File: src/rtl/mci_reg_pkg.sv
// Shared constants and types for the MCI register responder.
// Word indices are byte offsets >> 2.
package mci_reg_pkg;

   localparam int INT_W = 8;
   localparam int CNT_W = 4;

   localparam logic [11:0] W_CTRL    = 12'h000;
   localparam logic [11:0] W_MAC_LO  = 12'h001;
   localparam logic [11:0] W_MAC_HI  = 12'h002;
   localparam logic [11:0] W_STATUS  = 12'h003;
   localparam logic [11:0] W_INTSTAT = 12'h004;
   localparam logic [11:0] W_INTMASK = 12'h005;
   localparam logic [11:0] W_SCRATCH = 12'h006;

   typedef enum logic [1:0] {
      ST_IDLE,
      ST_BUSY,
      ST_ACK,
      ST_DONE
   } mci_state_t;

   typedef struct packed {
      logic [11:0] word;
      logic        rdwn;
      logic [31:0] wdata;
      logic [3:0]  be;
   } mci_req_t;

   function automatic logic is_mapped(input logic [11:0] word);
      return word <= W_SCRATCH;
   endfunction

   function automatic logic [31:0] be_merge(input logic [31:0] cur,
                                            input logic [31:0] wd,
                                            input logic [3:0]  be);
      logic [31:0] r;
      r = cur;
      for (int i = 0; i < 4; i++)
         if (be[i]) r[8*i +: 8] = wd[8*i +: 8];
      return r;
   endfunction

endpackage

File: src/rtl/mci_reg_file.sv
// MAC config register bank: decode, byte-enabled writes, INT_STAT W1C/set,
// read mux and the registered interrupt line.
module mci_reg_file
   import mci_reg_pkg::*;
#(
   parameter logic [31:0] CTRL_RST      = 32'h0000_0000,
   parameter logic [31:0] DEFAULT_RDATA = 32'hDEAD_BEEF
) (
   input  logic              i_clk,
   input  logic              i_rst_n,
   input  logic              i_wr_en,
   input  logic [11:0]       i_wr_word,
   input  logic [31:0]       i_wdata,
   input  logic [3:0]        i_be,
   input  logic [11:0]       i_rd_word,
   output logic [31:0]       o_rd_data,
   input  logic [31:0]       i_status,
   input  logic [INT_W-1:0]  i_int_set,
   output logic [31:0]       o_ctrl,
   output logic [47:0]       o_mac_addr,
   output logic              o_irq
);

   logic [31:0]      ctrl_q, mac_lo_q, scratch_q;
   logic [15:0]      mac_hi_q;
   logic [INT_W-1:0] int_stat_q, int_mask_q, w1c;

   always_comb begin
      w1c = '0;
      if (i_wr_en && i_wr_word == W_INTSTAT && i_be[0])
         w1c = i_wdata[INT_W-1:0];
   end

   // Set is OR'd after the clear so a coincident set pulse wins.
   always_ff @(posedge i_clk or negedge i_rst_n) begin
      if (!i_rst_n) begin
         ctrl_q     <= CTRL_RST;
         mac_lo_q   <= '0;
         mac_hi_q   <= '0;
         scratch_q  <= '0;
         int_stat_q <= '0;
         int_mask_q <= '0;
         o_irq      <= 1'b0;
      end else begin
         int_stat_q <= (int_stat_q & ~w1c) | i_int_set;
         o_irq      <= |(int_stat_q & int_mask_q);
         if (i_wr_en) begin
            case (i_wr_word)
               W_CTRL:    ctrl_q    <= be_merge(ctrl_q, i_wdata, i_be);
               W_MAC_LO:  mac_lo_q  <= be_merge(mac_lo_q, i_wdata, i_be);
               W_SCRATCH: scratch_q <= be_merge(scratch_q, i_wdata, i_be);
               W_MAC_HI: begin
                  if (i_be[0]) mac_hi_q[7:0]  <= i_wdata[7:0];
                  if (i_be[1]) mac_hi_q[15:8] <= i_wdata[15:8];
               end
               W_INTMASK: if (i_be[0]) int_mask_q <= i_wdata[INT_W-1:0];
               default: ;
            endcase
         end
      end
   end

   always_comb begin
      o_rd_data = DEFAULT_RDATA;
      case (i_rd_word)
         W_CTRL:    o_rd_data = ctrl_q;
         W_MAC_LO:  o_rd_data = mac_lo_q;
         W_MAC_HI:  o_rd_data = {16'h0, mac_hi_q};
         W_STATUS:  o_rd_data = i_status;
         W_INTSTAT: o_rd_data = {{(32-INT_W){1'b0}}, int_stat_q};
         W_INTMASK: o_rd_data = {{(32-INT_W){1'b0}}, int_mask_q};
         W_SCRATCH: o_rd_data = scratch_q;
         default:   o_rd_data = DEFAULT_RDATA;
      endcase
   end

   assign o_ctrl     = ctrl_q;
   assign o_mac_addr = {mac_hi_q, mac_lo_q};

endmodule

File: src/rtl/mci_reg_slave.sv
// MCI responder: request latch, ack-latency FSM, registered read data.
// Optional MCI_ERR_EN adds o_mci_err for unmapped accesses and STATUS writes.
module mci_reg_slave
   import mci_reg_pkg::*;
#(
   parameter int          ACK_LAT       = 1,
   parameter logic [31:0] CTRL_RST      = 32'h0000_0000,
   parameter logic [31:0] DEFAULT_RDATA = 32'hDEAD_BEEF
) (
   input  logic              i_clk,
   input  logic              i_rst_n,
   input  logic              i_mci_val,
   input  logic [13:0]       i_mci_addr,
   input  logic              i_mci_rdwn,
   input  logic [31:0]       i_mci_wdata,
   input  logic [3:0]        i_mci_be,
   output logic              o_mci_ack,
   output logic [31:0]       o_mci_rdata,
   output logic [31:0]       o_ctrl,
   output logic [47:0]       o_mac_addr,
   input  logic [31:0]       i_status,
   input  logic [INT_W-1:0]  i_int_set,
   output logic              o_irq
`ifdef MCI_ERR_EN
   ,
   output logic              o_mci_err
`endif
);

   mci_state_t       state, nxt;
   logic [CNT_W-1:0] cnt, cnt_nxt;
   mci_req_t         req_q;
   logic             lat_en, rd_load, rd_is_read, wr_en;
   logic [11:0]      rd_word;
   logic [31:0]      rd_data;
   logic             unused_addr_lsb;

   assign unused_addr_lsb = ^i_mci_addr[1:0];

   always_comb begin
      nxt     = state;
      cnt_nxt = cnt;
      lat_en  = 1'b0;
      case (state)
         ST_IDLE:
            if (i_mci_val) begin
               lat_en = 1'b1;
               if (ACK_LAT == 1) begin
                  nxt = ST_ACK;
               end else begin
                  nxt     = ST_BUSY;
                  cnt_nxt = CNT_W'(ACK_LAT - 1);
               end
            end
         ST_BUSY:
            if (!i_mci_val) begin
               nxt     = ST_IDLE;
               cnt_nxt = '0;
            end else if (cnt == CNT_W'(1)) begin
               nxt     = ST_ACK;
               cnt_nxt = '0;
            end else begin
               cnt_nxt = cnt - CNT_W'(1);
            end
         ST_ACK:  nxt = ST_DONE;
         ST_DONE: if (!i_mci_val) nxt = ST_IDLE;
         default: nxt = ST_IDLE;
      endcase
   end

   // With ACK_LAT==1 the ACK state follows IDLE directly, so the read mux
   // must look at the live request while the latch is being loaded.
   assign rd_word    = (state == ST_IDLE) ? i_mci_addr[13:2] : req_q.word;
   assign rd_is_read = (state == ST_IDLE) ? i_mci_rdwn : req_q.rdwn;
   assign rd_load    = (nxt == ST_ACK) && rd_is_read;
   assign wr_en      = (state == ST_ACK) && !req_q.rdwn;

   always_ff @(posedge i_clk or negedge i_rst_n) begin
      if (!i_rst_n) begin
         state       <= ST_IDLE;
         cnt         <= '0;
         req_q       <= '0;
         o_mci_rdata <= '0;
      end else begin
         state <= nxt;
         cnt   <= cnt_nxt;
         if (lat_en)
            req_q <= '{word: i_mci_addr[13:2], rdwn: i_mci_rdwn,
                       wdata: i_mci_wdata, be: i_mci_be};
         if (rd_load)
            o_mci_rdata <= rd_data;
      end
   end

   assign o_mci_ack = (state == ST_ACK);

`ifdef MCI_ERR_EN
   assign o_mci_err = (state == ST_ACK) &&
                      (!is_mapped(req_q.word) || (!req_q.rdwn && req_q.word == W_STATUS));
`endif

   mci_reg_file #(
      .CTRL_RST      (CTRL_RST),
      .DEFAULT_RDATA (DEFAULT_RDATA)
   ) u_regs (
      .i_clk      (i_clk),
      .i_rst_n    (i_rst_n),
      .i_wr_en    (wr_en),
      .i_wr_word  (req_q.word),
      .i_wdata    (req_q.wdata),
      .i_be       (req_q.be),
      .i_rd_word  (rd_word),
      .o_rd_data  (rd_data),
      .i_status   (i_status),
      .i_int_set  (i_int_set),
      .o_ctrl     (o_ctrl),
      .o_mac_addr (o_mac_addr),
      .o_irq      (o_irq)
   );

endmodule
File: config.mk
export PLATFORM = sky130hd
export DESIGN_NAME = mci_reg_slave
export DESIGN_NICKNAME = d
export VERILOG_FILES = /design/src/rtl/mci_reg_pkg.sv /design/src/rtl/mci_reg_file.sv /design/src/rtl/mci_reg_slave.sv
export SDC_FILE = /design/constraint.sdc
export NUM_CORES = 1
export LEC_CHECK = 0
export CAP_MARGIN = 10
export CORE_ASPECT_RATIO = 0.9
export CORE_MARGIN = 2
export CORE_UTILIZATION = 35
export CTS_CLUSTER_DIAMETER = 120
export DETAILED_ROUTE_END_ITERATION = 10
export PLACE_DENSITY = 0.7
export SYNTH_ARGS = -nofsm -noshare
export SYNTH_HDL_FRONTEND = slang
export SYNTH_SLANG_ARGS = --single-unit
File: constraint.sdc
create_clock -name i_clk -period 7.03 [get_ports i_clk]
set_clock_uncertainty 0.1 [all_clocks]
set_input_delay 1.406 -clock i_clk [delete_from_list [all_inputs] [get_ports i_clk]]
set_output_delay 1.406 -clock i_clk [all_outputs]
set_load 0.01 [all_outputs]
==> impl_metrics.csv <==
group,metric,value,unit
placed_design,dpl_cell_area,11900,µm²
sta,tightest_slew,1080,ps
global_route,track_usage,0.196,
sta,setup_viol,0,
worst_hold_path,min-delay-start,"o_mci_rdata[7]",
power_and_ir_drop,power_density,291,nW/µm²
floorplanning,dieWidth,177,µm
sta,fin_crit_sh,0.665,
synth,synthTopCellsByArea,"dfrtp_1 (57%), mux2_2 (20%), a222oi_1 (3.1%)",
synth,synth.mux.area_fraction,0.207,
drt,post_drt_wl_per_cell,21.6,µm
power_and_ir_drop,ir_worst_vdd,0.153,mV
placed_design,post-dp-hpwl,18400,µm
drt,drcViolationCount,0,
flow_run,max-cap-violations,0,
cts,h-tree-depth,1,
cts,cts_setup_buffers,0,
sta,min_period,4680,ps
synth,synth-simple-area-share,0.0798,
cts,cts-buffers-inserted,24,
critical_path,rr_worst_depth,6,
sta,max_freq,0.214,GHz
cts,clk_latency,510,ps
cts,clkSinkCount,216,
synth,synth-xor-area-share,0,
critical_path,crit_required,7350,ps
drt,vias,7046,
cts,cts_resized,0,
cts,clockRootBuffer,"clkbuf_16",
cells_and_area,final_area,12600,µm²
synth,syn-num-nets,818,
drt,route.met2.wl,12700,µm
worst_hold_path,min_path_type,"register to register",
worst_hold_path,hold_depth,1,
cts,cts_hold_buf,0,
critical_path,cp-start-kind,"input port",
sta,hold_viol,0,
cts,tritoncts,"done",
synth,synth_ff_type,"dfrtp_1",
synth,synth_compound_area_frac,0.120,
floorplanning,core_region_area,26800,µm²
synth,async_flop_share,1.00,
drt,ant_nets,0,
drt,drt_wl_total,27900,µm
critical_path,critPathArrivalTime,5000,ps
critical_path,critPathBufInv,1,
cts,clk_pin_slew,60,ps
synth,synth_top_family_by_area,"multiplexers",
critical_path,critical_path_class,"input port to register",
synth,synth_cell_type_count,55,
placed_design,gp_congestion,0.769,
drt,wl_met1,12600,µm
synth,synth_top_cells_by_count,"dfrtp_1 (216), mux2_2 (168), nor2_1 (40)",
global_route,antenna_found_initial,1,
status,status,"complete, no violations",
synth,syn_area,9460,µm²
synth,synthCells,722,
synth,synth_top_area_frac,0.571,
synth,post-synth-top-count-cell,"dfrtp_1",
cts,clock_path_buffers,3,
critical_path,crit_path_max_incr_delay,990,ps
critical_path,path_delay_family,"simple AND/OR/NAND/NOR gates",
sta,relSlewSlack,0.276,
cells_and_area,final_nets,1019,
floorplanning,die-area,28400,µm²
drt,drt-initial-drc-count,499,
cells_and_area,syn_to_final_growth,33.4,%
global_route,grt-ovfl-total,0,
cells_and_area,instances_no_fill,1292,
sta,tns,0,ps
global_route,grt_pass1_wl,43200,µm
critical_path,timing.rr.start,"req_q[45]",
drt,routed_via_density,5.45,
global_route,grt_max_degree,80,
floorplanning,rows,57,
synth,ys_seq_area_frac,0.571,
cells_and_area,drive_gt1_frac,0.267,
cells_and_area,utilization,0.471,
synth,synth_seq_cells,216,
global_route,grt_pass1_vias,7325,
worst_hold_path,whs_endpoint,"o_mci_rdata[7]",
synth,avgSynthCellArea,13.1,µm²
critical_path,worstPathMaxFanout,16,
synth,ys_warn_count,0,
synth,synth_fa_ha_area_frac,0.00265,
critical_path,crit_cells,7,
critical_path,reg2reg_setup_slack,3550,ps
drt,drtPass1Iterations,6,
cells_and_area,diodes,0,
placed_design,portBuffers,205,
critical_path,path_cells,"clkdlybuf4s50_1 -> nor4_1 -> and4b_1 -> or2_1 -> and3_1 -> a2bb2oi_1 -> a21oi_1",
floorplanning,die_h,160,µm
synth,yosysTopAreaCell,"dfrtp_1",
critical_path,r2r-end,"o_mci_rdata[29]",
floorplanning,start_util,0.353,
critical_path,end_kind,"register",
floorplanning,boundaryPins,208,
power_and_ir_drop,p_leak,5.23,nW
synth,synth_edf_count,0,
sta,final_max_slew_viol_count,0,
critical_path,crit_slowest_cell,"and3_1",
drt,met3_length,1900,µm
placed_design,placed_cells,1251,
drt,topRoutingLayerUsed,"met5",
sta,rsz0062_at_grt,"no",
## cell type report
cell class | instances | area, µm²
inverter | 5 | 18.8
timing repair buffer | 212 | 2110
sequential | 216 | 5410
tap | 354 | 443
clock inverter | 6 | 72.6
multi-input combinational | 464 | 3890
fill | 2461 | 14200
clock buffer | 35 | 682
## worst register-to-register path, stage by stage (launching register included)
cell       delay (ps)
dfrtp_1           410
or4_4             610
nor4b_4           280
or2_1             660
and3_1            990
a2bb2oi_1         160
a21oi_1           180
## cells by family (layout without fill, tap and decap cells)
| family | count (synthesis) | count (layout) |
|---|---|---|
| adders and majority gates | 2 | 2 |
| buffers and inverters | 42 | 258 |
| and+or+nand+nor | 147 | 147 |
| DFF | 216 | 216 |
| AOI/OAI and AO/OA | 142 | 142 |
| muxes | 173 | 173 |
## registers in the layout, summed over array words and instances, names as in the netlist, 4 cells and up
name and flops:
u_regs.mac_lo_q 32, u_regs.mac_hi_q 16, req_q 49, u_regs.int_mask_q 8, cnt 4, u_regs.scratch_q 32, u_regs.o_ctrl 32, u_regs.int_stat_q 8
o_mci_rdata 32
## metrics by stage
step / setup slack, ps / hold slack [ps] / power, W
after floorplan: 3850 / 371 / 0.00212
after global placement: 1910 / 390 / 0.00247
after detailed placement: 1860 / 394 / 0.00249
after CTS: 2390 / 408 / 0.00371
after global routing: 2150 / 415 / 0.00387
final: 2350 / 406 / 0.00367
## power breakdown
part           switching [W]  leakage (nW)  internal (W)
registers           0.000232          2.73       0.00145
logic               0.000393          2.14      0.000391
clock network       0.000497         0.366      0.000708
total                0.00112          5.23       0.00255
## worst max-delay path by stage
stage | start | endpoint
final | i_mci_addr[10] | o_mci_rdata[29]
after global routing | i_mci_addr[10] | o_mci_rdata[29]
after CTS | i_mci_addr[10] | o_mci_rdata[17]
after detailed placement | i_mci_addr[10] | o_mci_rdata[17]
after global placement | i_mci_addr[10] | o_mci_rdata[20]
after floorplan | i_mci_addr[10] | o_mci_rdata[16]
## cell usage in the layout, fill, tap and decap left out, types with 7 or more instances in the layout
cell type | netlist | routed
nand3_1 | 23 | 23
nor2_1 | 40 | 40
nor2_2 | 9 | 9
a21oi_1 | 20 | 20
clkbuf_16 | 0 | 24
a222oi_1 | 29 | 29
a21oi_2 | 20 | 20
dfrtp_1 | 216 | 216
clkdlybuf4s50_1 | 0 | 204
mux2_2 | 168 | 168
nand2_1 | 30 | 28
buf_4 | 2 | 7
a22oi_1 | 19 | 19
clkbuf_1 | 22 | 7
or2_1 | 13 | 13
o21ai_0 | 7 | 7
o22a_1 | 9 | 9
a21o_1 | 8 | 8
## routing by layer
metal / vias to the layer above / GRT usage
li1: 3119 / -
met1: 3645 / 0.281
met2: 240 / 0.307
met3: 40 / 0.0379
met4: 2 / 0.0492
met5: - / 0
Note: power is estimated with default switching activity, not from simulation.
